--- src/rtl/mlx_frame_sequencer.sv ---
// Frame sequencer for an MLX-style thermal sensor behind a command/word FIFO I2C master.
// Optional read watchdog is enabled by defining MLX_SEQ_TIMEOUT_EN.
module mlx_frame_sequencer #(
    parameter logic [6:0]  SLAVE_ADDR     = 7'h33,
    parameter int          BURST_WIDTH    = 4,
    parameter int          FRAME_WORDS    = 832,
    parameter logic [15:0] RAM_BASE       = 16'h0400,
    parameter logic [15:0] STATUS_REG     = 16'h8000,
    parameter int          POLL_CYCLES    = 100000,
    parameter int          TIMEOUT_CYCLES = 1000000
) (
    input  logic                   i_clk,
    input  logic                   i_rst,
    input  logic                   i_enable,
    output logic                   o_cmd_valid,
    output logic                   o_cmd_we,
    output logic                   o_cmd_sccb_mode,
    output logic [6:0]             o_cmd_addr_slave,
    output logic [15:0]            o_cmd_addr_reg,
    output logic [BURST_WIDTH-1:0] o_cmd_burst_num,
    input  logic                   i_cmd_ready,
    output logic                   o_wr_valid,
    output logic [15:0]            o_wr_data,
    input  logic                   i_wr_ready,
    input  logic                   i_rd_valid,
    input  logic [15:0]            i_rd_data,
    output logic                   o_rd_ready,
    output logic                   o_pix_valid,
    output logic [9:0]             o_pix_addr,
    output logic [15:0]            o_pix_data,
    output logic                   o_frame_done,
    output logic                   o_subpage,
    output logic                   o_busy,
    output logic                   o_timeout_err
);

    localparam int WCW = $clog2(FRAME_WORDS + 1);
    localparam int PCW = (POLL_CYCLES > 1) ? $clog2(POLL_CYCLES) : 1;

    // Elaboration-time sanity checks on the configuration.
    if ((FRAME_WORDS % (2 ** BURST_WIDTH)) != 0) begin : g_bad_frame_words
        $error("FRAME_WORDS must be a multiple of the burst length");
    end
    if (TIMEOUT_CYCLES < 1) begin : g_bad_timeout
        $error("TIMEOUT_CYCLES must be at least 1");
    end

    typedef enum logic [3:0] {
        ST_IDLE      = 4'd0,
        ST_POLL_WAIT = 4'd1,
        ST_STAT_REQ  = 4'd2,
        ST_STAT_RD   = 4'd3,
        ST_BURST_REQ = 4'd4,
        ST_BURST_RD  = 4'd5,
        ST_CLR_REQ   = 4'd6,
        ST_CLR_WR    = 4'd7,
        ST_DONE      = 4'd8
    } state_t;

    state_t                 state_r;
    state_t                 state_s;
    logic [PCW-1:0]         poll_cnt_r;
    logic [WCW-1:0]         word_cnt_r;
    logic [BURST_WIDTH-1:0] burst_cnt_r;
    logic [15:0]            status_r;
    logic                   subpage_r;
    logic                   pix_valid_r;
    logic [9:0]             pix_addr_r;
    logic [15:0]            pix_data_r;
    logic                   timeout_s;
    logic                   burst_last_s;

    assign burst_last_s = (burst_cnt_r == {BURST_WIDTH{1'b1}});

`ifdef MLX_SEQ_TIMEOUT_EN
    localparam int TCW = (TIMEOUT_CYCLES > 1) ? $clog2(TIMEOUT_CYCLES) : 1;
    logic [TCW-1:0] wd_cnt_r;
    logic           timeout_err_r;
    logic           rd_wait_s;

    assign rd_wait_s = ((state_r == ST_STAT_RD) || (state_r == ST_BURST_RD)) && !i_rd_valid;
    assign timeout_s = rd_wait_s && (wd_cnt_r == TCW'(TIMEOUT_CYCLES - 1));

    // Watchdog: counts consecutive stalled read cycles; error flag is sticky until reset.
    always_ff @(posedge i_clk) begin
        if (i_rst) begin
            wd_cnt_r      <= '0;
            timeout_err_r <= 1'b0;
        end else if (timeout_s) begin
            wd_cnt_r      <= '0;
            timeout_err_r <= 1'b1;
        end else if (rd_wait_s) begin
            wd_cnt_r      <= wd_cnt_r + TCW'(1);
        end else begin
            wd_cnt_r      <= '0;
        end
    end

    assign o_timeout_err = timeout_err_r;
`else
    assign timeout_s     = 1'b0;
    assign o_timeout_err = 1'b0;
`endif

    // State register.
    always_ff @(posedge i_clk) begin
        if (i_rst) begin
            state_r <= ST_IDLE;
        end else begin
            state_r <= state_s;
        end
    end

    // Next-state logic; disable is only honoured between frames (POLL_WAIT / DONE).
    always_comb begin
        state_s = state_r;
        unique case (state_r)
            ST_IDLE: begin
                if (i_enable) state_s = ST_POLL_WAIT;
                else          state_s = ST_IDLE;
            end
            ST_POLL_WAIT: begin
                if (!i_enable)                  state_s = ST_IDLE;
                else if (poll_cnt_r == PCW'(0)) state_s = ST_STAT_REQ;
                else                            state_s = ST_POLL_WAIT;
            end
            ST_STAT_REQ: begin
                if (i_cmd_ready) state_s = ST_STAT_RD;
                else             state_s = ST_STAT_REQ;
            end
            ST_STAT_RD: begin
                if (i_rd_valid)     state_s = i_rd_data[3] ? ST_BURST_REQ : ST_POLL_WAIT;
                else if (timeout_s) state_s = ST_POLL_WAIT;
                else                state_s = ST_STAT_RD;
            end
            ST_BURST_REQ: begin
                if (i_cmd_ready) state_s = ST_BURST_RD;
                else             state_s = ST_BURST_REQ;
            end
            ST_BURST_RD: begin
                if (i_rd_valid && burst_last_s)
                    state_s = (word_cnt_r == WCW'(FRAME_WORDS - 1)) ? ST_CLR_REQ : ST_BURST_REQ;
                else if (timeout_s)
                    state_s = ST_POLL_WAIT;
                else
                    state_s = ST_BURST_RD;
            end
            ST_CLR_REQ: begin
                if (i_cmd_ready) state_s = ST_CLR_WR;
                else             state_s = ST_CLR_REQ;
            end
            ST_CLR_WR: begin
                if (i_wr_ready) state_s = ST_DONE;
                else            state_s = ST_CLR_WR;
            end
            ST_DONE: begin
                if (i_enable) state_s = ST_POLL_WAIT;
                else          state_s = ST_IDLE;
            end
            default: state_s = ST_IDLE;
        endcase
    end

    // Datapath: poll timer, word/burst counters, status capture and pixel stream register.
    always_ff @(posedge i_clk) begin
        if (i_rst) begin
            poll_cnt_r  <= '0;
            word_cnt_r  <= '0;
            burst_cnt_r <= '0;
            status_r    <= 16'h0000;
            subpage_r   <= 1'b0;
            pix_valid_r <= 1'b0;
            pix_addr_r  <= 10'd0;
            pix_data_r  <= 16'h0000;
        end else begin
            pix_valid_r <= 1'b0;
            if ((state_s == ST_POLL_WAIT) && (state_r != ST_POLL_WAIT)) begin
                poll_cnt_r <= PCW'(POLL_CYCLES - 1);
            end else if ((state_r == ST_POLL_WAIT) && (poll_cnt_r != PCW'(0))) begin
                poll_cnt_r <= poll_cnt_r - PCW'(1);
            end
            if ((state_r == ST_STAT_RD) && i_rd_valid) begin
                status_r <= i_rd_data;
                if (i_rd_data[3]) begin
                    subpage_r   <= i_rd_data[0];
                    word_cnt_r  <= '0;
                    burst_cnt_r <= '0;
                end
            end
            if ((state_r == ST_BURST_RD) && i_rd_valid) begin
                pix_valid_r <= 1'b1;
                pix_addr_r  <= 10'(word_cnt_r);
                pix_data_r  <= i_rd_data;
                word_cnt_r  <= word_cnt_r + WCW'(1);
                burst_cnt_r <= burst_cnt_r + BURST_WIDTH'(1);
            end
        end
    end

    // Handshake outputs decoded from the state register so they hold until accepted.
    always_comb begin
        o_cmd_valid     = 1'b0;
        o_cmd_we        = 1'b0;
        o_cmd_addr_reg  = STATUS_REG;
        o_cmd_burst_num = {BURST_WIDTH{1'b0}};
        o_wr_valid      = 1'b0;
        o_rd_ready      = 1'b0;
        o_frame_done    = 1'b0;
        o_busy          = 1'b1;
        unique case (state_r)
            ST_IDLE, ST_POLL_WAIT: o_busy = 1'b0;
            ST_STAT_REQ:           o_cmd_valid = 1'b1;
            ST_STAT_RD, ST_BURST_RD: o_rd_ready = 1'b1;
            ST_BURST_REQ: begin
                o_cmd_valid     = 1'b1;
                o_cmd_addr_reg  = RAM_BASE + 16'(word_cnt_r);
                o_cmd_burst_num = {BURST_WIDTH{1'b1}};
            end
            ST_CLR_REQ: begin
                o_cmd_valid = 1'b1;
                o_cmd_we    = 1'b1;
            end
            ST_CLR_WR: o_wr_valid   = 1'b1;
            ST_DONE:   o_frame_done = 1'b1;
            default:   o_busy       = 1'b0;
        endcase
    end

    assign o_cmd_sccb_mode  = 1'b0;
    assign o_cmd_addr_slave = SLAVE_ADDR;
    assign o_wr_data        = status_r & 16'hFFF7;
    assign o_subpage        = subpage_r;
    assign o_pix_valid      = pix_valid_r;
    assign o_pix_addr       = pix_addr_r;
    assign o_pix_data       = pix_data_r;

endmodule
--- config.mk ---
export PLATFORM = sky130hd
export DESIGN_NAME = mlx_frame_sequencer
export DESIGN_NICKNAME = d
export VERILOG_FILES = /design/src/rtl/mlx_frame_sequencer.sv
export SDC_FILE = /design/constraint.sdc
export NUM_CORES = 1
export LEC_CHECK = 0
export ABC_CLOCK_PERIOD_IN_PS = 5900
export CAP_MARGIN = 5
export CORE_MARGIN = 5
export CORE_UTILIZATION = 51
export DETAILED_ROUTE_END_ITERATION = 8
export GPL_TIMING_DRIVEN = 0
export MAX_ROUTING_LAYER = met4
export PLACE_DENSITY = 0.95
export SYNTH_ARGS = -nofsm -noshare
export SYNTH_HDL_FRONTEND = slang
export SYNTH_SLANG_ARGS = --single-unit
--- constraint.sdc ---
create_clock -name i_clk -period 5.9 [get_ports i_clk]
set_clock_uncertainty 0.05 [all_clocks]
set_input_delay 1.77 -clock i_clk [delete_from_list [all_inputs] [get_ports i_clk]]
set_output_delay 1.77 -clock i_clk [all_outputs]
set_load 0.03 [all_outputs]
; ---- Word-level counts from Yosys, hierarchy flattened
; Cells that the tools add are included.
[classes]
n_addsub = 4
n_mul = 0
div_mod_pow = 0
magnitude_cmp = 0
eq_ne = 12
shifts = 0
mux = 29
bitwise_logic = 0
reduce_logical = 18
[ops]
columns = op, n
row1 = $mux W17, 2
row2 = $pmux W4 S8, 1
row3 = $mux W10, 3
row4 = $mux W4, 5
row5 = $logic_not A17 Y1, 1
row6 = $reduce_bool A17 Y1, 1
row7 = $sub A17 B1 Y17 const B, 1
row8 = $eq A4 B3 Y1 const B, 4
row9 = $mux W16, 1
row10 = $add A11 B10 Y12 const A, 1
row11 = $mux W1, 11
row12 = $add A10 B1 Y10 const B, 1
row13 = $eq A10 B10 Y1 const B, 1
row14 = $eq A4 B1 Y1 const B, 2
row15 = $eq A4 B2 Y1 const B, 2
row16 = $eq A4 B4 Y1 const B, 2
row17 = $mux W2, 4
row18 = $reduce_or A7 Y1, 1
row19 = $mux W3, 2
row20 = $reduce_bool A2 Y1, 3
row21 = $reduce_or A2 Y1, 3
row22 = $logic_and A1 B1 Y1, 5
row23 = $add A4 B1 Y4 const B, 1
row24 = $logic_not A4 Y1, 1
row25 = other kinds (3), 4
[word_totals]
reg_bits = 79
latch_bits = 0
mem_bits_rw = 0
romBits = 0
input_bits = 22
output_inout_bits = 79
elab_cells = 73
memories = 0

; ---- Longest topological paths before layout
[depth]
ltp_word = 7
depth_mapped = 8
ltp_nobuf = 7

; ---- Worst setup path after synthesis
; No wires, ideal clock.
[synth_timing]
path_type = reg-to-output
from = reg state_r[3]
to = out o_cmd_addr_reg[2]
arrival_ns = 1.762
t_required_ns = 4.080
setup_slack_ns = 2.318
path_stages_with_launch = 7
n_path_buf = 2
cell_sequence = dfxtp_1 clkbuf_1 inv_1 nand2_1 nor3_1 clkbuf_1 and2_1
[synth_via]
elab_chain_cells = 2
[synth_lines]
columns = item, line
row1 = from (decl), 60  ; state_t state_r;
row2 = from (signal assigned), 110  ; state_r <= state_s;
row3 = $eq A4 B3 Y1, 210  ; unique case (state_r)
row4 = $mux W16, 210
row5 = to (decl), 19  ; output logic [15:0] o_cmd_addr_reg,
; Every way passes these cells.

; ---- Final worst setup path
[layout_timing]
from = reg state_r[3]
to = out o_cmd_addr_reg[5]
; Same word-level chain as after synthesis.

==> reports/metrics.cfg <==
[outcome]
status = finished, final reports clean

[worst_hold_path]
hold_path_class = register to register

[clock_network]
post_cts_buffers = 0
cts_buffers = 9
path_clk_slew_ns = 0.08
clock_sinks = 78
cts_resized = 0
postCtsHoldBufs = 0
clkLatencyLatePin_ns = 0.35
cts_tree = built
htree_levels = 3
cts_root_buf = clkbuf_8
clock_path_buffers = 2

[layout]
fin_nets = 578
drive_above_1_share = 0.0808
areaGrowthSynthToFinish_pct = 34.9
antenna_cells = 0
fill_cells = 535

[route]
dr_total_vias = 3503
first_iter_violations = 285
drtPass1Iterations = 5
routedWlPerCell_um = 14.5
drt-total-wl_um = 9490
ant_nets = 0
drc_errors = 0
via_per_inst = 5.36

[logic_synthesis]
synth_top_area_share = 0.439
synth_most_common_cell = nand2_1
yosys.cell_types.count = 50
synth_area_leaders = dfxtp_1, nand2_1, a21oi_1, buf_4, xnor2_1
yosysTopAreaCell = dfxtp_1
postSynthCellCount = 443
synthTopCellsByCount = nand2_1, dfxtp_1, a21oi_1
syn_area_um2 = 3550
yosysSeqAreaShare = 0.439
synth-seq-cells = 78
synth_edf_count = 0
synthFlopType = dfxtp_1
ys_warn_count = 0
syn_avg_cell_area_um2 = 8.02
async_flop_share = 0

[setup_path]
cp_data_arrival_time_ns = 2.91
crit_type = register to primary output
endpoint_kind = primary output
start_kind = register
critPathMaxFanout = 14
required_ns = 4.08

[sta]
setup_violations = 0
setup_tns_ns = 0
fin_ws_ns = 1.17
final-max-slew-violation-count = 0
rsz0062_at_grt = no
worstMarginPinSlew_ns = 1.08
timing.fmax_mhz = 211
timing.hold.ws_ns = 0.411
fin_crit_ns = 4.73
slew_headroom = 0.272
final-hold-violation-count = 0
fin_crit_sh = 0.802

[floorplan]
die_w_um = 93.5
ioPinCount = 101
core-area_um2 = 6790
num_rows = 30
start_util = 0.523
dieArea_um2 = 8740
die_h_um = 93.5

[placement]
pre_cts_slack_ns = 1.54
dp_hpwl_um = 6980
gp_congestion = 0.907
port_buffers = 86

[power_and_ir_drop]
powerDensity_nw_per_um2 = 233
p_leak_nw = 1.69
ir_drop_mv = 0.193
power_mw = 1.12

[job]
max_cap_viol_count = 0

[global_routing]
grt_max_degree = 15
track_usage = 0.227
grt.overflow.total = 0
antenna_found_initial = 0
grt_pass1_vias = 3323
grt_pass1_wl_um = 15500

power breakdown:
group / switching (mW) / total [mW] / internal [mW]
Sequential: 0.0111 / 0.549 / 0.538
Clock: 0.196 / 0.437 / 0.240
Combinational: 0.0741 / 0.132 / 0.0581
routing by layer:
layer  GRT usage  part of all wire  up-vias
met4      0.0916             0.021        0
met5           -                 0        -
met1       0.263              0.40     1612
met3      0.0636             0.084       21
li1            -                 -     1704
met2       0.373              0.49      166
cells in the final DEF, fill, tap and decap left out, types with 8 or more instances in the layout:
cell type,instances
xnor2_1,15
clkbuf_8,10
nor4_1,8
a21oi_1,64
clkbuf_1,25
nand2_1,96
buf_4,18
and2_1,14
conb_1,14
dfxtp_1,78
nor3_1,16
o21ai_0,8
clkdlybuf4s50_1,86
nor2_1,26
stage by stage:
stage / cells / area [um^2] / util
final: 653 / 4790 / 0.706
after global routing: 653 / 4790 / 0.706
after CTS: 653 / 4790 / 0.706
after detailed placement: 637 / 4580 / 0.674
after global placement: 637 / 4580 / 0.674
after floorplan: 455 / 3600 / -
kinds of logic (layout without fill, tap and decap cells):
logic type | Yosys count | in the layout | synth area share
buf+inv | 49 | 151 | 0.0757
other cells | 2 | 14 | 0.00211
simple gates | 203 | 203 | 0.285
flops | 78 | 78 | 0.439
compound gates | 88 | 88 | 0.136
fa+ha+maj | 4 | 4 | 0.0141
mux | 2 | 2 | 0.00598
xor+xnor | 17 | 17 | 0.0419
critical path, stage by stage, from the launching register on:
cell and delay [ns]:
dfxtp_1 0.30, clkbuf_1 0.20, inv_1 0.17, nand2_1 0.13
nor3_1 0.40, clkbuf_1 0.46, and2_1 0.22, clkdlybuf4s50_1 0.68
worst paths after layout:
| path | endpoint | cells past startpoint | slack (ns) | startpoint |
|---|---|---|---|---|
| max | o_cmd_addr_reg[5] | 7 | 1.17 | state_r[3] |
| max reg2reg | word_cnt_r[2] | 7 | 3.15 | state_r[1] |
| min | o_pix_addr[3] | 2 | 0.41 | o_pix_addr[3] |
| min reg2reg | o_pix_addr[3] | 2 | 0.41 | o_pix_addr[3] |
registers in the layout (all words and copies together), names as in the netlist:
name and flops:
poll_cnt_r 17, o_subpage 1, word_cnt_r 10, o_pix_valid 1
burst_cnt_r 4, state_r 4, status_r 15, o_pix_data 16
o_pix_addr 10
area by class of cell:
class | instances | area (um^2) | area share
inverters | 4 | 15.0 | 0.00313
repair buffers | 86 | 861 | 0.180
flip-flops and latches | 78 | 1560 | 0.326
well taps | 96 | 120 | 0.0251
plain buffers | 45 | 254 | 0.0530
multi-input cells | 328 | 1770 | 0.369
clock buffers | 11 | 131 | 0.0274
clock inverters | 5 | 82.6 | 0.0172
Note: power is estimated with default switching activity, not from simulation.
